**config.mk**
```make
export PLATFORM = sky130hd
export DESIGN_NAME = wb_arbiter_flat
export DESIGN_NICKNAME = d
export VERILOG_FILES = /design/src/rtl/wb_arbiter_if.sv /design/src/rtl/wb_arbiter.sv /design/src/flat_wrapper.sv
export SDC_FILE = /design/constraint.sdc
export NUM_CORES = 1
export LEC_CHECK = 0
export CAP_MARGIN = 25
export CELL_PAD_IN_SITES_DETAIL_PLACEMENT = 1
export CELL_PAD_IN_SITES_GLOBAL_PLACEMENT = 1
export CORE_MARGIN = 3
export CORE_UTILIZATION = 44
export DETAILED_ROUTE_END_ITERATION = 10
export MAX_ROUTING_LAYER = met4
export PLACE_DENSITY = 0.91
export SLEW_MARGIN = 20
export SYNTH_ARGS = -nofsm -noshare
export SYNTH_HDL_FRONTEND = slang
export SYNTH_SLANG_ARGS = --single-unit
```
**constraint.sdc**
```tcl
create_clock -name clk -period 3.3 [get_ports clk]
set_clock_uncertainty 0.1 [all_clocks]
set_input_delay 0.495 -clock clk [delete_from_list [all_inputs] [get_ports clk]]
set_output_delay 0.495 -clock clk [all_outputs]
set_load 0.02 [all_outputs]
```
**src/rtl/wb_arbiter_if.sv**
```systemverilog
// Writeback arbiter bus: ALU writeback, load/IO handshake and register-file write port.
//   master : the pipeline side (drives ALU/load requests, observes the write port)
//   slave  : the arbiter (accepts requests, drives we3/wa3/wd3, pending, count)
interface wb_arbiter_if #(
  parameter int unsigned WIDTH = 8,
  parameter int unsigned DEPTH = 4
);
  localparam int unsigned CW = $clog2(DEPTH + 1);

  logic             alu_we;
  logic [3:0]       alu_wa;
  logic [WIDTH-1:0] alu_wd;
  logic             ld_valid;
  logic             ld_ready;
  logic [3:0]       ld_wa;
  logic [WIDTH-1:0] ld_wd;
  logic             we3;
  logic [3:0]       wa3;
  logic [WIDTH-1:0] wd3;
  logic [15:0]      pending;
  logic [CW-1:0]    count;

  modport master (
    output alu_we, alu_wa, alu_wd, ld_valid, ld_wa, ld_wd,
    input  ld_ready, we3, wa3, wd3, pending, count
  );

  modport slave (
    input  alu_we, alu_wa, alu_wd, ld_valid, ld_wa, ld_wd,
    output ld_ready, we3, wa3, wd3, pending, count
  );
endinterface

```
**src/rtl/wb_arbiter.sv**
```systemverilog
// Writeback arbiter: merges the fixed-priority ALU writeback and a FIFO-buffered load
// stream onto the single register-file write port, and exports a pending-load mask.
//   clk   : clock, rising edge
//   reset : asynchronous, active-high
//   bus   : wb_arbiter_if.slave (ALU/load inputs, ld_ready, we3/wa3/wd3, pending, count)
module wb_arbiter #(
  parameter int unsigned WIDTH = 8,
  parameter int unsigned DEPTH = 4
) (
  input logic          clk,
  input logic          reset,
  wb_arbiter_if.slave  bus
);
  localparam int unsigned CW = $clog2(DEPTH + 1);
  localparam int unsigned PW = $clog2(DEPTH);

  logic [3:0]       wa_q [DEPTH];
  logic [WIDTH-1:0] wd_q [DEPTH];
  logic [DEPTH-1:0] live_q, live_d;
  logic [PW-1:0]    rd_q, wr_q;
  logic [CW-1:0]    count_q, count_d;
  logic [15:0]      pending_q, pending_d;
  logic             we3_q, we3_d;
  logic [3:0]       wa3_q, wa3_d;
  logic [WIDTH-1:0] wd3_q, wd3_d;
  logic             ld_ready;
  logic             alu_hit, pop, push;

  // Ready depends only on registered occupancy: no credit for a pop in the same cycle.
  assign ld_ready     = !reset && (count_q < CW'(DEPTH));
  assign bus.ld_ready = ld_ready;
  assign bus.we3      = we3_q;
  assign bus.wa3      = wa3_q;
  assign bus.wd3      = wd3_q;
  assign bus.pending  = pending_q;
  assign bus.count    = count_q;

  always_comb begin
    alu_hit = bus.alu_we && (bus.alu_wa != 4'd0);
    pop     = !alu_hit && (count_q != '0);
    // Loads to r0 complete the handshake but are dropped.
    push    = bus.ld_valid && ld_ready && (bus.ld_wa != 4'd0);

    live_d = live_q;
    // The ALU result is newer than any stored load to the same register.
    for (int i = 0; i < DEPTH; i++) begin
      if (alu_hit && (wa_q[i] == bus.alu_wa)) live_d[i] = 1'b0;
    end
    if (pop) live_d[rd_q] = 1'b0;
    // A load accepted alongside the ALU write is newer still, so it goes in live.
    if (push) live_d[wr_q] = 1'b1;

    pending_d = '0;
    for (int i = 0; i < DEPTH; i++) begin
      if (live_d[i]) begin
        if (push && (PW'(i) == wr_q)) pending_d = pending_d | (16'd1 << bus.ld_wa);
        else                          pending_d = pending_d | (16'd1 << wa_q[i]);
      end
    end
    pending_d[0] = 1'b0;

    count_d = count_q + CW'(push) - CW'(pop);

    we3_d = 1'b0;
    wa3_d = wa3_q;
    wd3_d = wd3_q;
    if (alu_hit) begin
      we3_d = 1'b1;
      wa3_d = bus.alu_wa;
      wd3_d = bus.alu_wd;
    end else if (pop && live_q[rd_q]) begin
      we3_d = 1'b1;
      wa3_d = wa_q[rd_q];
      wd3_d = wd_q[rd_q];
    end
  end

  always_ff @(posedge clk or posedge reset) begin
    if (reset) begin
      live_q    <= '0;
      rd_q      <= '0;
      wr_q      <= '0;
      count_q   <= '0;
      pending_q <= '0;
      we3_q     <= 1'b0;
      wa3_q     <= 4'd0;
      wd3_q     <= '0;
    end else begin
      live_q    <= live_d;
      count_q   <= count_d;
      pending_q <= pending_d;
      we3_q     <= we3_d;
      wa3_q     <= wa3_d;
      wd3_q     <= wd3_d;
      if (pop)  rd_q <= rd_q + 1'b1;
      if (push) wr_q <= wr_q + 1'b1;
    end
  end

  // Entry payload needs no reset; validity is tracked by live_q and count_q.
  always_ff @(posedge clk) begin
    if (push) begin
      wa_q[wr_q] <= bus.ld_wa;
      wd_q[wr_q] <= bus.ld_wd;
    end
  end
endmodule
```
**src/flat_wrapper.sv**
```systemverilog
// flat-port wrapper written by rule: the top's interface ports become plain ports
module wb_arbiter_flat 
#(
  parameter int unsigned WIDTH = 8,
  parameter int unsigned DEPTH = 4
)
  (clk, reset, bus_alu_we, bus_alu_wa, bus_alu_wd, bus_ld_valid, bus_ld_wa, bus_ld_wd, bus_ld_ready, bus_we3, bus_wa3, bus_wd3, bus_pending, bus_count);
  wb_arbiter_if #(.WIDTH(WIDTH), .DEPTH(DEPTH)) bus_i ();
  input logic clk;
  input logic reset;
  input wire logic [$bits(bus_i.alu_we)-1:0] bus_alu_we;
  input wire logic [$bits(bus_i.alu_wa)-1:0] bus_alu_wa;
  input wire logic [$bits(bus_i.alu_wd)-1:0] bus_alu_wd;
  input wire logic [$bits(bus_i.ld_valid)-1:0] bus_ld_valid;
  input wire logic [$bits(bus_i.ld_wa)-1:0] bus_ld_wa;
  input wire logic [$bits(bus_i.ld_wd)-1:0] bus_ld_wd;
  output wire logic [$bits(bus_i.ld_ready)-1:0] bus_ld_ready;
  output wire logic [$bits(bus_i.we3)-1:0] bus_we3;
  output wire logic [$bits(bus_i.wa3)-1:0] bus_wa3;
  output wire logic [$bits(bus_i.wd3)-1:0] bus_wd3;
  output wire logic [$bits(bus_i.pending)-1:0] bus_pending;
  output wire logic [$bits(bus_i.count)-1:0] bus_count;
  assign bus_i.alu_we = bus_alu_we;
  assign bus_i.alu_wa = bus_alu_wa;
  assign bus_i.alu_wd = bus_alu_wd;
  assign bus_i.ld_valid = bus_ld_valid;
  assign bus_i.ld_wa = bus_ld_wa;
  assign bus_i.ld_wd = bus_ld_wd;
  assign bus_ld_ready = bus_i.ld_ready;
  assign bus_we3 = bus_i.we3;
  assign bus_wa3 = bus_i.wa3;
  assign bus_wd3 = bus_i.wd3;
  assign bus_pending = bus_i.pending;
  assign bus_count = bus_i.count;
  wb_arbiter #(.WIDTH(WIDTH), .DEPTH(DEPTH)) u_core (.clk(clk), .reset(reset), .bus(bus_i));
endmodule
```
==> results of run 1 <==
path summary, 6_finish.rpt:
kind | cells past startpoint | end
setup / recovery | 9 | u_core.bus.count[2]
hold / removal | 1 | u_core.bus.wa3[1]
setup reg to reg | 9 | u_core.bus.count[2]
hold reg to reg | 1 | u_core.bus.wa3[1]
max in group asynchronous | 3 | u_core.live_q[0]
min in group asynchronous | 3 | u_core.bus.count[1]
worst max-delay path, cell delays in order, from the launching register on:
cell and delay, ns:
sky130_fd_sc_hd__dfrtp_1 0.44, sky130_fd_sc_hd__or3_1 0.55, sky130_fd_sc_hd__and2_0 0.33, sky130_fd_sc_hd__ha_1 0.31, sky130_fd_sc_hd__inv_1 0.07, sky130_fd_sc_hd__ha_1 0.15, sky130_fd_sc_hd__inv_1 0.06, sky130_fd_sc_hd__fa_1 0.38
sky130_fd_sc_hd__xnor2_1 0.21, sky130_fd_sc_hd__xnor2_1 0.15
logic make-up (layout without fill, tap and decap cells):
| family | Yosys count | count (layout) |
|---|---|---|
| buffers and inverters | 35 | 106 |
| xor gates and xnor gates | 20 | 20 |
| muxes | 23 | 23 |
| other | 1 | 1 |
| AOI/OAI and AO/OA | 45 | 45 |
| and+or+nand+nor | 153 | 153 |
| DFF | 87 | 87 |
| adders and majority gates | 11 | 11 |
state kept, by name, summed over array words and instances (netlist names):
name,count
u_core.wd_q,32
u_core.wa_q,16
u_core.bus.pending,15
u_core.bus.wd3,8
u_core.bus.wa3,4
u_core.live_q,4
u_core.bus.count,3
u_core.rd_q,2
u_core.wr_q,2
u_core.bus.we3,1
where the power goes:
part	internal (mW)	leakage (nW)	switching, mW
clock network	0.364	0.0998	0.428
registers	1.34	0.933	0.182
logic	0.656	1.11	0.762
layout by cell type, fill, tap and decap left out, types with 13 or more instances in the layout:
master and n:
sky130_fd_sc_hd__dfrtp_1 39, sky130_fd_sc_hd__mux4_2 13, sky130_fd_sc_hd__nand2_1 36, sky130_fd_sc_hd__buf_4 15, sky130_fd_sc_hd__nand3_1 17, sky130_fd_sc_hd__nor2_1 21, sky130_fd_sc_hd__inv_1 16, sky130_fd_sc_hd__edfxtp_1 48
sky130_fd_sc_hd__nand4_1 19, sky130_fd_sc_hd__clkdlybuf4s50_1 59
layout make-up:
type	count	area share
clock inverters	6	0.0138
well taps	133	0.0305
inverters	16	0.0110
clock buffers	10	0.0234
multi-input cells	253	0.348
flip-flops and latches	87	0.444
repair buffers	74	0.129
metrics by stage:
stage | std cells | cell area (µm²)
floorplan | 375 | 4470
global placement | 563 | 5250
detailed placement | 563 | 5250
CTS | 579 | 5450
global route | 579 | 5450
finish | 579 | 5450
routing by layer:
metal,wire length [µm],track usage,vias up
li1,-,-,1510
met1,5720,0.333,1784
met2,6630,0.396,173
met3,1040,0.0674,28
met4,263,0.0776,0
met5,0,-,-
==> run summary, run 1 <==
• **CP startpoint kind** flop
• **peak fanout along the critical path** 7
• **top post-synthesis cells by area** sky130_fd_sc_hd__edfxtp_1 32%, sky130_fd_sc_hd__dfrtp_1 22%, sky130_fd_sc_hd__mux4_2 6.6%, sky130_fd_sc_hd__nand2_1 3.0%, sky130_fd_sc_hd__ha_1 2.8%
• **I/O pin count** 61
• **max-slew violation count** 0
• **arithmetic-cell share of the synthesized area counting full adders, half adders and majority gates** 0.0325
• **multiplexer area fraction after synthesis** 0.0880
• **Leakage** 2.14 nW
• **count of cells resized by post-cts repair** 0
• **Final Hold Vio Count** 0
• **remaining design rule violation count** 0
• **WS Path Type** flop to flop
• **Initial Util** 0.455
• **number of buffers inserted by post-CTS setup repair** 0
• **area of the multi-input gates** 1900 µm²
• **Antenna Diode Count** 0
• **maximum VDD drop** 0.467 mV
• **worst hold start** u_core.bus.wa3[1]
• **floorplan core area** 9820 µm²
• **Yosys Warn Count** 0
• **ratio of total power to cell area** 685 nW/µm²
• **CTS Sinks** 87
• **Synth Area in XOR/XNOR** 0.0392
• **via count** 3495
• **synthesized flop and latch total** 87
• **first element of the critical path** u_core.bus.count[1]
• **fin crit period** 2.82 ns
• **routability congestion estimate from global placement** 0.916
• **worst hold path type** flop to flop
• **dominant combinational cell family by area after synthesis** simple AND/OR/NAND/NOR gates
• **fraction of the mapped netlist area in compound gates** 0.0757
• **global route total overflow** 0
• **mean area per synthesized cell** 11.9 µm²
• **DRC marker count from the first detailed-route iteration** 299
• **CP Data Arrival Time** 3.03 ns
• **layout net count** 480
• **number of enable-type register cells in the synthesized netlist** 48
• **number of max-cap violations** 0
• **Die H** 107 µm
• **placement row count** 36
• **die footprint** 11400 µm²
• **antenna viol nets, final** 0
• **fmax** 354 MHz
• **final setup violation count** 0
• **number of distinct library cells after synthesis** 56
• **worst setup slack for register-to-register paths** 0.48 ns
• **Hold Buf Count CTS** 0
• **clock latency on the worst-skew pair** 0.37 ns
• **unrepaired setup endpoints after global routing** false
• **simple logic cell fraction of the synthesized area** 0.189
• **instance count of the mapped netlist** 375
• **share of layout cells above drive strength 1** 0.114
• **post-synth top area share** 0.323
• **drt pass-1 iters** 5
• **FFs w/ async S/R, synth** 0.448
• **number of antenna violations at the first check in global routing** 0
• **clk root buf** sky130_fd_sc_hd__clkbuf_8
• **growth of design area from synthesis to finish** 22.0%
• **Tightest Pin Transition** 0.695 ns
• **fraction of the yosys area taken by sequential cells** 0.541
• **setup slack at placement** 0.150 ns
• **maximum root-to-sink buffer count** 2
• **pin count of the biggest net entering global routing** 40
• **storage element area** 2420 µm²
• **utilization of the core after routing** 0.555
• **Yosys top cell by area** sky130_fd_sc_hd__edfxtp_1
• **setup slack of the critical path after layout** 0.475 ns
• **first-pass GRT wire length** 21100 µm
• **fin crit share** 0.856
• **clock-pin slew of the registers on the worst-case setup and hold paths** 0.09 ns
• **element type at the critical path end** flop
• **TritonCTS buffer count** 9
• **synth cell count leaders** 48 x sky130_fd_sc_hd__edfxtp_1, 39 x sky130_fd_sc_hd__dfrtp_1, 36 x sky130_fd_sc_hd__nand2_1
• **final hold slack** 0.438 ns
• **reg2reg start** u_core.bus.count[1]
• **width of the die** 107 µm
• **via count of the first global-routing pass** 3672
• **final total negative setup slack** 0 ns
• **worst endpoint required time** 3.50 ns
• **most common cell in the synthesized netlist** sky130_fd_sc_hd__edfxtp_1
• **Total Power Consumption** 3.73 mW
• **total half-perimeter wirelength after legalization and detailed placement** 10000 µm
• **tightest slew margin relative to the limit** 0.536
• **H-tree depth** 3
• **Mapped Nets** 414
• **ys flop type** sky130_fd_sc_hd__edfxtp_1
• **PortBufs** 59
• **Via density** 6.04
• **clock tree from TritonCTS** built
• **area of the mapped netlist** 4470 µm²
• **Routed WL** 13600 µm
• **overall fraction of global-route tracks in use** 0.255
• **number of fillers in the final layout** 1037
• **routed wire length per instance** 23.6 µm
• **status** complete, no violations
No activity file was read; power rests on OpenSTA's default activity.
==> inputs of run 2 (changes only) <==
Settings changed: CAP_MARGIN 25 to 10.
==> results of run 2 <==
The final DEF is identical to that of run 1; final timing and power are the same.
